`src/rtl/data_bus_pkg.sv`:
```
// rtl/data_bus_pkg.sv - shared slave-index type, error-responder index and region match helper
//
// Contents:
//   N_SLAVES_CFG : slave count the index type is sized for (must be >= data_bus_demux.N_SLAVES)
//   SLV_IDX_W    : width of a slave index, leaving room for ERR_IDX
//   slv_idx_t    : slave index carried through the response-order FIFO
//   ERR_IDX      : all-ones index reserved for the internal error responder
//   in_region()  : inclusive-base / exclusive-end address compare
package data_bus_pkg;

  localparam int N_SLAVES_CFG = 5;
  localparam int SLV_IDX_W    = $clog2(N_SLAVES_CFG + 1);

  typedef logic [SLV_IDX_W-1:0] slv_idx_t;

  localparam slv_idx_t ERR_IDX = '1;

  // Operands are widened to 64 bits by the caller so any ADDR_WIDTH up to 64 works.
  function automatic logic in_region(input logic [63:0] addr,
                                     input logic [63:0] base,
                                     input logic [63:0] end_addr);
    return (addr >= base) && (addr < end_addr);
  endfunction

endpackage

```
`src/rtl/data_bus_demux_fifo.sv`:
```
// rtl/data_bus_demux_fifo.sv - response-order FIFO of slave indices
//
// Module resp_order_fifo
// Ports:
//   clk_i, rst_i     : clock, asynchronous active-high reset
//   push_i, data_i   : push a slave index (ignored when full)
//   pop_i            : pop the head entry (ignored when empty)
//   head_o           : oldest entry, valid only when !empty_o
//   last_o           : most recently pushed entry, valid only when !empty_o
//   full_o, empty_o  : occupancy flags
//   count_o          : current occupancy
module resp_order_fifo
  import data_bus_pkg::*;
#(
  parameter int DEPTH = 2,
  parameter int CNT_W = $clog2(DEPTH + 1)
) (
  input  logic             clk_i,
  input  logic             rst_i,
  input  logic             push_i,
  input  slv_idx_t         data_i,
  input  logic             pop_i,
  output slv_idx_t         head_o,
  output slv_idx_t         last_o,
  output logic             full_o,
  output logic             empty_o,
  output logic [CNT_W-1:0] count_o
);

  localparam int PTR_W = (DEPTH > 1) ? $clog2(DEPTH) : 1;

  slv_idx_t         mem [DEPTH];
  slv_idx_t         last_q;
  logic [PTR_W-1:0] wr_ptr;
  logic [PTR_W-1:0] rd_ptr;
  logic [CNT_W-1:0] count;
  logic             do_push;
  logic             do_pop;

  function automatic logic [PTR_W-1:0] ptr_next(input logic [PTR_W-1:0] p);
    return (p == PTR_W'(DEPTH - 1)) ? '0 : p + 1'b1;
  endfunction

  assign full_o  = (count == CNT_W'(DEPTH));
  assign empty_o = (count == '0);
  assign do_push = push_i && !full_o;
  assign do_pop  = pop_i && !empty_o;
  assign head_o  = mem[rd_ptr];
  assign last_o  = last_q;
  assign count_o = count;

  always_ff @(posedge clk_i or posedge rst_i) begin
    if (rst_i) begin
      wr_ptr <= '0;
      rd_ptr <= '0;
      count  <= '0;
      last_q <= '0;
    end else begin
      if (do_push) begin
        wr_ptr <= ptr_next(wr_ptr);
        last_q <= data_i;
      end
      if (do_pop) begin
        rd_ptr <= ptr_next(rd_ptr);
      end
      case ({do_push, do_pop})
        2'b10:   count <= count + 1'b1;
        2'b01:   count <= count - 1'b1;
        default: count <= count;
      endcase
    end
  end

  // Storage needs no reset: entries are only read while counted as occupied.
  always_ff @(posedge clk_i) begin
    if (do_push) begin
      mem[wr_ptr] <= data_i;
    end
  end

endmodule

```
`src/rtl/data_bus_demux.sv`:
```
// rtl/data_bus_demux.sv - data-bus demultiplexer from one master to N region-mapped slaves
//
// Optional feature macro: BUS_TIMEOUT_EN (watchdog that errors out hung slave responses).
// Ports:
//   clk_i, rst_i                      : clock, asynchronous active-high reset
//   m_req_i, m_we_i, m_addr_i,
//   m_be_i, m_wdata_i                 : master request
//   m_gnt_o                           : grant to master
//   m_rvalid_o, m_err_o, m_rdata_o    : in-order response to master
//   s_req_o                           : per-slave request, one-hot or zero
//   s_addr_o, s_we_o, s_be_o,
//   s_wdata_o                         : request fields broadcast to all slaves
//   s_gnt_i, s_rvalid_i, s_err_i,
//   s_rdata_i                         : per-slave grant and response
//   outstanding_o                     : response-order FIFO occupancy
//   bus_fault_o                       : sticky decode-error / timeout flag
module data_bus_demux
  import data_bus_pkg::*;
#(
  parameter int                             N_SLAVES        = N_SLAVES_CFG,
  parameter int                             ADDR_WIDTH      = 32,
  parameter int                             DATA_WIDTH      = 32,
  parameter logic [N_SLAVES*ADDR_WIDTH-1:0] SLAVE_BASE      = '0,
  parameter logic [N_SLAVES*ADDR_WIDTH-1:0] SLAVE_END       = '0,
  parameter int                             DEFAULT_SLAVE   = 0,
  parameter int                             MAX_OUTSTANDING = 2,
  parameter int                             TIMEOUT_CYCLES  = 255
) (
  input  logic                               clk_i,
  input  logic                               rst_i,
  input  logic                               m_req_i,
  input  logic                               m_we_i,
  input  logic [ADDR_WIDTH-1:0]              m_addr_i,
  input  logic [DATA_WIDTH/8-1:0]            m_be_i,
  input  logic [DATA_WIDTH-1:0]              m_wdata_i,
  output logic                               m_gnt_o,
  output logic                               m_rvalid_o,
  output logic                               m_err_o,
  output logic [DATA_WIDTH-1:0]              m_rdata_o,
  output logic [N_SLAVES-1:0]                s_req_o,
  input  logic [N_SLAVES-1:0]                s_gnt_i,
  input  logic [N_SLAVES-1:0]                s_rvalid_i,
  input  logic [N_SLAVES-1:0]                s_err_i,
  output logic [ADDR_WIDTH-1:0]              s_addr_o,
  output logic                               s_we_o,
  output logic [DATA_WIDTH/8-1:0]            s_be_o,
  output logic [DATA_WIDTH-1:0]              s_wdata_o,
  input  logic [N_SLAVES*DATA_WIDTH-1:0]     s_rdata_i,
  output logic [$clog2(MAX_OUTSTANDING+1)-1:0] outstanding_o,
  output logic                               bus_fault_o
);

  localparam int CNT_W = $clog2(MAX_OUTSTANDING + 1);

  slv_idx_t sel;
  slv_idx_t sel_slv;
  slv_idx_t head;
  slv_idx_t head_slv;
  slv_idx_t last;
  logic     sel_err;
  logic     can_issue;
  logic     push;
  logic     pop;
  logic     full;
  logic     empty;
  logic     head_err;
  logic     head_real;
  logic     slv_rsp;
  logic     timeout;

  // Lowest-index matching region wins, so scan downwards and let later hits overwrite.
  always_comb begin
    sel = (DEFAULT_SLAVE < N_SLAVES) ? slv_idx_t'(DEFAULT_SLAVE) : ERR_IDX;
    for (int i = N_SLAVES - 1; i >= 0; i--) begin
      if (in_region(64'(m_addr_i),
                    64'(SLAVE_BASE[i*ADDR_WIDTH +: ADDR_WIDTH]),
                    64'(SLAVE_END[i*ADDR_WIDTH +: ADDR_WIDTH]))) begin
        sel = slv_idx_t'(i);
      end
    end
  end

  assign sel_err = (sel == ERR_IDX);
  assign sel_slv = sel_err ? '0 : sel;

  // Only one target may be in flight at a time so responses return in order
  // without a reorder buffer. Uses registered occupancy only: no pop->grant path.
  assign can_issue = !full && (empty || (sel == last));
  assign push      = m_req_i && can_issue && (sel_err || s_gnt_i[sel_slv]);
  assign m_gnt_o   = push;

  always_comb begin
    s_req_o = '0;
    if (m_req_i && can_issue && !sel_err) begin
      s_req_o[sel_slv] = 1'b1;
    end
  end

  assign s_addr_o  = m_addr_i;
  assign s_we_o    = m_we_i;
  assign s_be_o    = m_be_i;
  assign s_wdata_o = m_wdata_i;

  resp_order_fifo #(
    .DEPTH (MAX_OUTSTANDING),
    .CNT_W (CNT_W)
  ) u_order (
    .clk_i   (clk_i),
    .rst_i   (rst_i),
    .push_i  (push),
    .data_i  (sel),
    .pop_i   (pop),
    .head_o  (head),
    .last_o  (last),
    .full_o  (full),
    .empty_o (empty),
    .count_o (outstanding_o)
  );

  // An entry only becomes head on a clock edge, so answering an error entry
  // whenever it is head yields the one-cycle-after-grant error response.
  assign head_err  = !empty && (head == ERR_IDX);
  assign head_real = !empty && !head_err;
  assign head_slv  = head_real ? head : '0;
  assign slv_rsp   = head_real && s_rvalid_i[head_slv];

`ifdef BUS_TIMEOUT_EN
  localparam int WD_W = $clog2(TIMEOUT_CYCLES + 1);

  logic [WD_W-1:0] wd_cnt;

  // wd_cnt holds the number of cycles already waited, so the current cycle is
  // the TIMEOUT_CYCLES-th one when it equals TIMEOUT_CYCLES-1.
  assign timeout = head_real && !slv_rsp && (wd_cnt == WD_W'(TIMEOUT_CYCLES - 1));

  always_ff @(posedge clk_i or posedge rst_i) begin
    if (rst_i) begin
      wd_cnt <= '0;
    end else if (pop || empty) begin
      wd_cnt <= '0;
    end else begin
      wd_cnt <= wd_cnt + 1'b1;
    end
  end
`else
  assign timeout = 1'b0;
`endif

  assign pop = slv_rsp || head_err || timeout;

  always_comb begin
    m_rvalid_o = pop;
    m_err_o    = 1'b0;
    m_rdata_o  = '0;
    if (slv_rsp) begin
      m_err_o   = s_err_i[head_slv];
      m_rdata_o = s_rdata_i[head_slv*DATA_WIDTH +: DATA_WIDTH];
    end else if (head_err || timeout) begin
      m_err_o = 1'b1;
    end
  end

  always_ff @(posedge clk_i or posedge rst_i) begin
    if (rst_i) begin
      bus_fault_o <= 1'b0;
    end else if (head_err || timeout) begin
      bus_fault_o <= 1'b1;
    end
  end

endmodule

```
`config.mk`:
```
export PLATFORM = sky130hd
export DESIGN_NAME = data_bus_demux
export DESIGN_NICKNAME = d
export VERILOG_FILES = /design/src/rtl/data_bus_pkg.sv /design/src/rtl/data_bus_demux_fifo.sv /design/src/rtl/data_bus_demux.sv
export SDC_FILE = /design/constraint.sdc
export NUM_CORES = 1
export LEC_CHECK = 0
export CAP_MARGIN = 15
export CORE_AREA = 2 2 141 143
export DETAILED_ROUTE_END_ITERATION = 16
export DIE_AREA = 0 0 143 145
export PLACE_DENSITY = 0.54
export SLEW_MARGIN = 20
export SYNTH_ARGS = -nofsm -noshare
export SYNTH_HDL_FRONTEND = slang
export SYNTH_HIERARCHICAL = 1
export SYNTH_SLANG_ARGS = --single-unit
```
`constraint.sdc`:
```
create_clock -name clk_i -period 6.7 [get_ports clk_i]
set_input_delay 0.67 -clock clk_i [delete_from_list [all_inputs] [get_ports clk_i]]
set_output_delay 0.67 -clock clk_i [all_outputs]
set_load 0.01 [all_outputs]
```
==> results of run 1 <==
-- sequential cells by signal (all words and copies together) (netlist names) --
register         count
u_order/wr_ptr       1
bus_fault_o          1
u_order/count_o      2
u_order/last_o       3
u_order/rd_ptr       1
u_order/mem          6
-- power by group through the flow --
stage                     registers (mW)  clock network (mW)  logic (mW)
after floorplan                    0.136                   0       0.914
after global placement             0.148                   0        1.33
after detailed placement           0.148                   0        1.33
after CTS                          0.147               0.127        1.34
after global routing               0.150               0.133        1.43
final                              0.146               0.123        1.30
-- routing by layer --
| metal | share of wire [%] | GRT usage [%] |
|---|---|---|
| met5 | 0 | 0 |
| met3 | 9.6 | 4.36 |
| met2 | 49 | 22.3 |
| met4 | 2.2 | 3.07 |
| met1 | 39 | 13.9 |
-- synthesized netlist by cell type, drive strengths merged --
cell type / count / area share [%]
a32o: 2 / 0.64
mux2: 7 / 2.4
o21ai: 4 / 0.93
nor4bb: 2 / 0.60
inv: 5 / 0.56
dfrtp: 8 / 6.0
a22oi: 1 / 0.22
nor2: 39 / 4.6
nor4b: 1 / 0.71
nor4: 1 / 0.37
buf: 95 / 21
nand2b: 33 / 6.2
mux2i: 32 / 9.6
and2: 1 / 0.19
nor3b: 33 / 7.4
ha: 1 / 0.37
conb: 1 / 0.11
edfxtp: 6 / 5.4
xor2: 1 / 0.26
xnor2: 4 / 1.0
o21bai: 33 / 7.4
nor2b: 5 / 1.0
clkbuf: 15 / 1.7
a21oi: 33 / 4.9
a221oi: 1 / 0.26
a311oi: 31 / 11
a31oi: 1 / 0.19
o22ai: 1 / 0.19
nand2: 39 / 4.4
or2: 1 / 0.19
nor3: 1 / 0.15
nand3: 1 / 0.15
-- worst paths after layout --
kind,to,slack [ns],cells after the start
min in group asynchronous,bus_fault_o,0.59,2
hold reg to reg,bus_fault_o,0.48,1
hold / removal,bus_fault_o,0.48,1
setup / recovery,m_rdata_o[10],2.27,8
max in group asynchronous,u_order/wr_ptr,5.78,2
setup reg to reg,u_order/count_o[1],2.89,11
-- stage by stage --
step	hold slack (ns)	area, um2
6_report	0.479	5240
5_1_grt	0.509	5240
4_1_cts	0.480	5230
3_5_place_dp	0.456	5140
3_3_place_gp	0.464	5140
2_1_floorplan	0.399	3390
-- worst register-to-register path, stage by stage (launching register included) --
cell and delay, ns:
dfrtp_1 0.50, nor2_4 0.49, buf_4 0.39, nor2b_1 0.21, a32o_2 0.32, nor2_4 0.44
buf_4 0.42, nand2_1 0.16, nor2b_2 0.18, ha_1 0.35, nor2_1 0.15, xnor2_1 0.13
-- logic make-up (layout without fill, tap and decap cells) --
logic type	Yosys count	count (layout)
DFF	14	14
buffers and inverters	115	227
muxes	39	39
adders and majority gates	1	1
xor gates and xnor gates	5	5
AOI/OAI and AO/OA	107	107
other	1	14
and+or+nand+nor	157	157
-- cell type report --
class                   count  area [um2]  area share, %
diodes                      1        2.50         0.0478
clock buffers               4        88.8           1.70
inverters                   5        18.8          0.358
multi-input cells         322        2250           42.9
flip-flops and latches     14         380           7.26
well taps                 265         332           6.33
repair buffers            218        2170           41.4
==> metrics.txt, run 1 <==
layout cells sized above 1=7.28%; final core occ=27.3%; Placed Cells=824; DRT Pass-1 Iters=4; wire length of the first global-routing pass=20.3 mm; DIE AREA=0.0207 mm2; Avg Cell Area, Syn=7.63 um2; Yosys reg bits=14; GRT Total Usage=12.4%; routability cong.=0.746; post-synthesis xor/xnor area fraction=1.31%; Die W=143 um; PwrDens=300 mW/mm2; DR vias=3516; Warnings, synthesis=6; final WL=13.8 mm; RR Startpoint=u_order/count_o[0]; Non-Filler Instances=829; Compound-Gate Fraction of Synth Area=25.7%; critical path cell sequence=mux2_2 -> buf_4 -> nand2_1 -> buf_4 -> o21bai_1 -> nor3b_1 -> a311oi_1 -> clkdlybuf4s50_1; worst min path class=flop to flop; number of global-route vias before repair=3588; final worst path period need=4.43 ns; internal power=0.822 mW; vias per std cell=4.24; Final Slew Violations=0; CP Capture Type=primary output; Slew HR=36.3%; final antenna-violating net count=0; GRT Residual Overflow=0; I/O Buffers=212; setup slack after layout=2.27 ns; H-tree Lvls=1; Setup CP Type=flop to primary output; Initial Util=17.4%; setup violators final=0; Cell Rows=51; post-DP HPWL=10.6 mm; pre-CTS WS=2.22 ns; commonest non-fill, non-tap cell in the layout=clkdlybuf4s50_1; Worst-path clk slew=0.05 ns; cts repair resizes=0; clock latency at the later pin of the worst-skew pair=0.24 ns; endpoints failing hold=0; Comb pwr share=82.9%; Die Span Y=145 um; fin crit share=66.1%; CP bufs+invs=3; largest net degree at the start of global routing=43; static leakage power=1.89 nW; RSZ-0062 raised after global routing=false; status=finished clean; # Max-Cap Violations=0; worst setup path startpoint=u_order/rd_ptr; clock sink total=14; clock network power share=7.8%; DRC viols=0; VDD IR-drop max=0.180 mV; Netlist cell types=41; post-synthesis cell area=0.00335 mm2; Max stage delay on crit path=0.58 ns; cts bufs inserted=3; CTS root buf=clkbuf_16; Fmax=226 MHz; sw frac=47.7%; cts hold-fix bufs=0; final setup TNS=0 ns; fraction of the mapped netlist area in adder cells=0.374%; TritonCTS clock tree=built; overall power=1.57 mW; simple-gate share of the synthesized area=26.0%; share of power burned in registers=9.3%; multiplexer area fraction after synthesis=11.9%; Fin Clk Skew=0.00113 ns; Layout area overhead=56.4%; CP max FO=27; Final Net Count=812; number of setup buffers added after CTS=0; # IOs=359; largest family of logic cells by synthesized area=simple AND/OR/NAND/NOR gates; number of fill cells=2110; switching power=0.751 mW; worst hold start=bus_fault_o; post-detailed-route wirelength per cell=16.7 um; cell repeated most along the worst path=buf_4; cell count after synthesis=439; register area share after synthesis=11.4%; Crit path required time=6.03 ns; delay-heaviest family, CP=buffers and inverters; crit path max-delay cell type=clkdlybuf4s50_1; Slew @ Worst Pin=0.952 ns; total core area=0.0192 mm2; nature of the critical path startpoint=flop; CP arrival=3.76 ns; initial antenna violation count=1; CTS max path bufs=2; leading cell types in the layout, fill and taps excluded=212 x clkdlybuf4s50_1, 37 x nand2_1, 37 x nor2_1; 1st-iter DRT viols=92
Power figures use the tool's default switching activity.
==> run 2: changes to the inputs <==
==> constraint.sdc (replaced) <==
create_clock -name clk_i -period 4.6 [get_ports clk_i]
set_input_delay 0.46 -clock clk_i [delete_from_list [all_inputs] [get_ports clk_i]]
set_output_delay 0.46 -clock clk_i [all_outputs]
set_load 0.01 [all_outputs]
==> metrics.txt, run 2 (same netlist as run 1, synthesis figures left out) <==
RSZ-0062 raised after global routing=false; initial antenna violation count=0 (-1); TritonCTS clock tree=built; CP Capture Type=primary output; final core occ=27.5% (+0.21 points); largest net degree at the start of global routing=46 (+7.0%); routability cong.=0.751 (+0.56%); delay-heaviest family, CP=multiplexers; Setup CP Type=flop to primary output; cell repeated most along the worst path=mux2_2; setup violators final=0 (unchanged); Fmax=261 MHz; wire length of the first global-routing pass=20.7 mm (+2.2%); GRT Residual Overflow=0 (unchanged); post-DP HPWL=10.9 mm (+2.8%); Cell Rows=51 (unchanged); Reg2Reg Setup Slack=1.11 ns (-1.78 ns); met2 WL=6.74 mm (-1.5%); met3 wire length=1.30 mm (-2.3%); commonest non-fill, non-tap cell in the layout=clkdlybuf4s50_1; post-detailed-route wirelength per cell=16.8 um (+0.58%); status=finished clean; CTS root buf=clkbuf_16; Final Slew Violations=0 (unchanged); final setup TNS=0 ns (unchanged); Die W=143 um (unchanged); max layer used=met4; number of setup buffers added after CTS=0 (unchanged); Die Span Y=145 um (unchanged); Crit path required time=4.14 ns (-1.89 ns); Placement Cell Area=0.00520 mm2 (+1.1%); total core area=0.0192 mm2 (unchanged); DRC viols=0 (unchanged); Worst-path clk slew=0.05 ns (about the same); max FFs per register=6 (unchanged); Slew @ Worst Pin=0.648 ns (-0.303 ns); I/O Buffers=212 (unchanged); RR Startpoint=u_order/rd_ptr; Final Cell Area=0.00528 mm2 (+0.76%); Antenna Cells=0 (-1); cts hold-fix bufs=0 (unchanged); Non-Filler Instances=834 (+0.60%); fin crit share=83.4%; GRT Total Usage=12.7% (+0.26 points); static leakage power=1.92 nW (+1.3%); PwrDens=438 mW/mm2 (+46%); DRT Pass-1 Iters=4 (unchanged); Placed Cells=830 (+0.73%); CP arrival=3.38 ns (-0.38 ns); H-tree Lvls=1 (unchanged); critical path cell sequence=mux2_2 -> mux2_2 -> a32o_2 -> nor2_4 -> buf_12 -> a221oi_1 -> clkdlybuf4s50_1; vias per std cell=4.26 (+0.39%); VDD IR-drop max=0.352 mV (+95%); DIE AREA=0.0207 mm2 (unchanged); layout cells sized above 1=8.08% (+0.80 points); Initial Util=17.4% (unchanged); Fin Clk Skew=0.00434 ns (+0.00321 ns); CP max FO=26 (-3.7%); Largest Register=u_order/mem; endpoints failing hold=0 (unchanged); cts repair resizes=0 (unchanged); r2r worst-path depth=10 (-1); worst min path class=primary input to asynchronous set/reset pin; final worst path period need=3.84 ns; worst r2r dst=u_order/count_o[1]; Final Net Count=818 (+0.74%); final antenna-violating net count=0 (unchanged); Layout area overhead=57.6%; Max stage delay on crit path=0.68 ns (+0.10 ns); clock sink total=14 (unchanged); CTS max path bufs=2 (unchanged); M1 wire length=5.60 mm (+4.2%); # IOs=359 (unchanged); clock latency at the later pin of the worst-skew pair=0.24 ns (about the same); DR vias=3551 (+1.0%); CP bufs+invs=2 (-1); crit path max-delay cell type=mux2_2; # Max-Cap Violations=0 (unchanged); cts bufs inserted=3 (unchanged); final WL=14.0 mm (+1.2%); leading cell types in the layout, fill and taps excluded=212 x clkdlybuf4s50_1, 37 x nand2_1, 37 x nor2_1; nature of the critical path startpoint=flop; number of global-route vias before repair=3624 (+1.0%); 1st-iter DRT viols=113 (+23%); Slew HR=56.7% (+20 points)
-- run 2: changes by cell type in the layout (fill, tap and decap cells not counted) --
cell,delta
clkinv_1,+1
buf_4,+5
clkbuf_8,-1
diode_2,-1
buf_12,+1
nand2_2,+1
nand2_4,-1
-- run 2: area by class of cell --
| type | instances | area, um2 |
|---|---|---|
| Inverter | 5 | 18.8 |
| Clock buffer | 3 | 75.1 |
| Tap cell | 265 | 332 |
| Multi-Input combinational cell | 322 | 2240 |
| Fill cell | 2125 | 13900 |
| Timing Repair Buffer | 224 | 2220 |
| Clock inverter | 1 | 3.75 |
| Sequential cell | 14 | 380 |
-- run 2: report_power, final --
part	switching (mW)	total [mW]	internal (mW)	leakage, nW
logic	1.01	1.94	0.928	1.73
registers	0.0417	0.213	0.171	0.146
clock network	0.0469	0.162	0.115	0.0385
-- run 2: worst max path at each step --
stage / end / cells after the start / slack [ns] / start
floorplan: u_order/count_o[1] / 10 / 1.92 / u_order/count_o[0]
global placement: m_rdata_o[30] / 7 / 0.96 / u_order/rd_ptr
detailed placement: m_rdata_o[30] / 7 / 0.95 / u_order/rd_ptr
CTS: m_rdata_o[30] / 7 / 0.69 / u_order/rd_ptr
global route: m_rdata_o[7] / 6 / 0.55 / u_order/rd_ptr
finish: m_rdata_o[30] / 7 / 0.76 / u_order/rd_ptr
-- run 2: per-layer routing --
layer  vias to the layer above  global-route usage, %
li1                       1723                      -
met1                      1628                   14.5
met2                       168                   22.8
met3                        32                   3.89
met4                         0                   3.12
met5                         -                      0
-- run 2: metrics by stage --
step,total power [mW],hold WS [ns],worst slack [ns]
6_report,2.31,0.382,0.764
5_1_grt,2.52,0.399,0.551
4_1_cts,2.36,0.380,0.687
3_5_place_dp,2.18,0.456,0.950
3_3_place_gp,2.18,0.463,0.958
2_1_floorplan,1.53,0.189,1.92
-- run 2: worst reg2reg max path, stage by stage, from the launching register on --
cell     delay (ns)
dfrtp_1        0.43
mux2_2         0.68
mux2_2         0.41
a32o_2         0.28
nor2_4         0.47
buf_12         0.26
nand2_1        0.10
nor2b_2        0.17
ha_1           0.36
nor2_1         0.14
xnor2_1        0.12
==> run 3: changes to the inputs <==
--- a/config.mk
+++ b/config.mk
@@ -6,10 +6,10 @@
 export NUM_CORES = 1
 export LEC_CHECK = 0
 export CAP_MARGIN = 15
-export CORE_AREA = 2 2 141 143
+export CORE_AREA = 2 2 140 142
 export DETAILED_ROUTE_END_ITERATION = 16
-export DIE_AREA = 0 0 143 145
-export PLACE_DENSITY = 0.54
+export DIE_AREA = 0 0 142 144
+export PLACE_DENSITY = 0.57
 export SLEW_MARGIN = 20
 export SYNTH_ARGS = -nofsm -noshare
 export SYNTH_HDL_FRONTEND = slang
==> constraint.sdc (replaced) <==
create_clock -name clk_i -period 3.4 [get_ports clk_i]
set_input_delay 0.34 -clock clk_i [delete_from_list [all_inputs] [get_ports clk_i]]
set_output_delay 0.34 -clock clk_i [all_outputs]
set_load 0.01 [all_outputs]
==> metrics.txt, run 3 (same netlist as run 1, synthesis figures left out) <==
1st-iter DRT viols=92 (-19%); crit path max-delay cell type=clkdlybuf4s50_1; met2 WL=7.69 mm (+14%); worst r2r dst=u_order/count_o[1]; I/O Buffers=212 (unchanged); GRT Residual Overflow=0 (unchanged); DIE AREA=0.0204 mm2 (-1.4%); # IOs=359 (unchanged); Worst-path clk slew=0.05 ns (about the same); r2r worst-path depth=13 (+3); endpoints failing hold=0 (unchanged); PwrDens=596 mW/mm2 (+36%); Fmax=311 MHz; Reg2Reg Setup Slack=0.40 ns (-0.71 ns); Max stage delay on crit path=0.50 ns (-0.18 ns); static leakage power=2.49 nW (+30%); critical path cell sequence=mux2_2 -> buf_12 -> nor4b_4 -> buf_4 -> a32o_2 -> nor2_4 -> buf_4 -> nand2_1 -> clkdlybuf4s50_1; final antenna-violating net count=0 (unchanged); status=finished clean; worst setup path startpoint=u_order/rd_ptr; cts hold-fix bufs=0 (unchanged); GRT Total Usage=13.2% (+0.52 points); RSZ-0062 raised after global routing=false; largest net degree at the start of global routing=46 (unchanged); TritonCTS clock tree=built; Die Span Y=144 um (-0.69%); VDD IR-drop max=0.352 mV (+0.11%); Layout area overhead=63.3%; Final Slew Violations=0 (unchanged); met3 wire length=1.24 mm (-5.0%); initial antenna violation count=0 (unchanged); Worst Setup EP=m_rvalid_o; setup slack after layout=0.190 ns (-0.575 ns); leading cell types in the layout, fill and taps excluded=181 x clkdlybuf4s50_1, 37 x nand2_1, 37 x nor2_1; Slew @ Worst Pin=0.628 ns (-0.0204 ns); number of global-route vias before repair=3525 (-2.7%); Largest Register=u_order/mem; H-tree Lvls=1 (unchanged); pre-CTS WS=0.111 ns (-0.839 ns); CTS max path bufs=2 (unchanged); routability cong.=0.735 (-2.1%); wire length of the first global-routing pass=20.9 mm (+0.67%); CP Capture Type=primary output; DRT Pass-1 Iters=4 (unchanged); final worst path period need=3.21 ns; fin crit share=94.4%; CP max FO=45 (+73%); layout cells sized above 1=10.5% (+2.4 points); vias per std cell=4.39 (+3.1%); cts bufs inserted=3 (unchanged); CP arrival=2.87 ns (-0.51 ns); CTS root buf=clkbuf_16; post-detailed-route wirelength per cell=18.5 um (+10%); Die W=142 um (-0.70%); DRC viols=0 (unchanged); cell repeated most along the worst path=buf_4; final WL=15.2 mm (+8.2%); max layer used=met4; Fin Clk Skew=0.00453 ns (+0.000183 ns); overall power=3.26 mW (+41%); setup violators final=0 (unchanged); Antenna Cells=0 (unchanged); Initial Util=17.5% (+0.12 points); nature of the critical path startpoint=flop; RR Startpoint=u_order/rd_ptr; Final Net Count=830 (+1.5%); post-DP HPWL=11.2 mm (+2.3%); clock sink total=14 (unchanged); worst min path class=primary input to asynchronous set/reset pin; Setup CP Type=flop to primary output; Crit path required time=3.06 ns (-1.08 ns); number of fill cells=2061 (-3.0%); DR vias=3596 (+1.3%); Slew HR=58.0% (+1.4 points); clock latency at the later pin of the worst-skew pair=0.24 ns (about the same); # Max-Cap Violations=0 (unchanged); commonest non-fill, non-tap cell in the layout=clkdlybuf4s50_1; Cell Rows=51 (unchanged); total core area=0.0191 mm2 (-0.66%); max FFs per register=6 (unchanged); M1 wire length=5.84 mm (+4.3%)
## run 3: cell types whose count changed in the layout (fill, tap and decap cells not counted), moves of 2 or more
cell | before | now
buf_12 | 1 | 3
buf_4 | 11 | 19
clkdlybuf4s50_1 | 212 | 181
dlygate4sd2_1 | 0 | 2
dlymetal6s2s_1 | 0 | 29
## run 3: final cells by class
| cell class | instances | area [um2] | area share (%) |
|---|---|---|---|
| clock buffer | 3 | 75.1 | 1.37 |
| clock inverter | 1 | 3.75 | 0.0686 |
| inverter | 5 | 18.8 | 0.343 |
| multi-input combinational | 323 | 2270 | 41.5 |
| sequential | 14 | 382 | 6.98 |
| tap | 238 | 298 | 5.44 |
| timing repair buffer | 235 | 2420 | 44.2 |
## run 3: layer usage
layer,vias up,GRT usage [%]
li1,1754,-
met1,1643,14.6
met2,171,24.6
met3,28,3.61
met4,0,3.95
met5,-,0
## run 3: worst max-delay path, delay by kind of cell, from the launching register on
kind / cells / cell delay (ns)
AOI/OAI and AO/OA: 1 / 0.25
buffers and inverters: 4 / 1.14
and+or+nand+nor: 3 / 0.52
muxes: 1 / 0.28
DFF: 1 / 0.43
## run 3: worst min path at each step
stage | end | slack, ns | depth (start not counted)
global route | bus_fault_o | 0.32 | 2
detailed placement | bus_fault_o | 0.46 | 1
finish | bus_fault_o | 0.30 | 2
floorplan | bus_fault_o | 0.07 | 1
CTS | bus_fault_o | 0.30 | 2
global placement | bus_fault_o | 0.45 | 1
## run 3: what timing repair did
item	4_1_cts	5_1_grt
cloned	1	1
setup buffers	1	3
pin swaps	2	4
setup endpoints to repair	11	29
gates resized for setup	6	30
## run 3: power by group
group | switching (mW) | internal, mW
combinational | 1.44 | 1.32
sequential | 0.0566 | 0.233
clock | 0.0609 | 0.155
## run 3: stage by stage
step	TNS (ns)	util [%]	hold WS [ns]	cells	instance area [um2]
after global placement	0	27.4	0.452	809	5240
after floorplan	0	-	0.0687	451	3390
final	0	28.7	0.296	819	5470
after detailed placement	0	27.4	0.456	809	5240
after CTS	-0.0243	28.0	0.303	815	5350
after global routing	0	28.7	0.317	819	5470
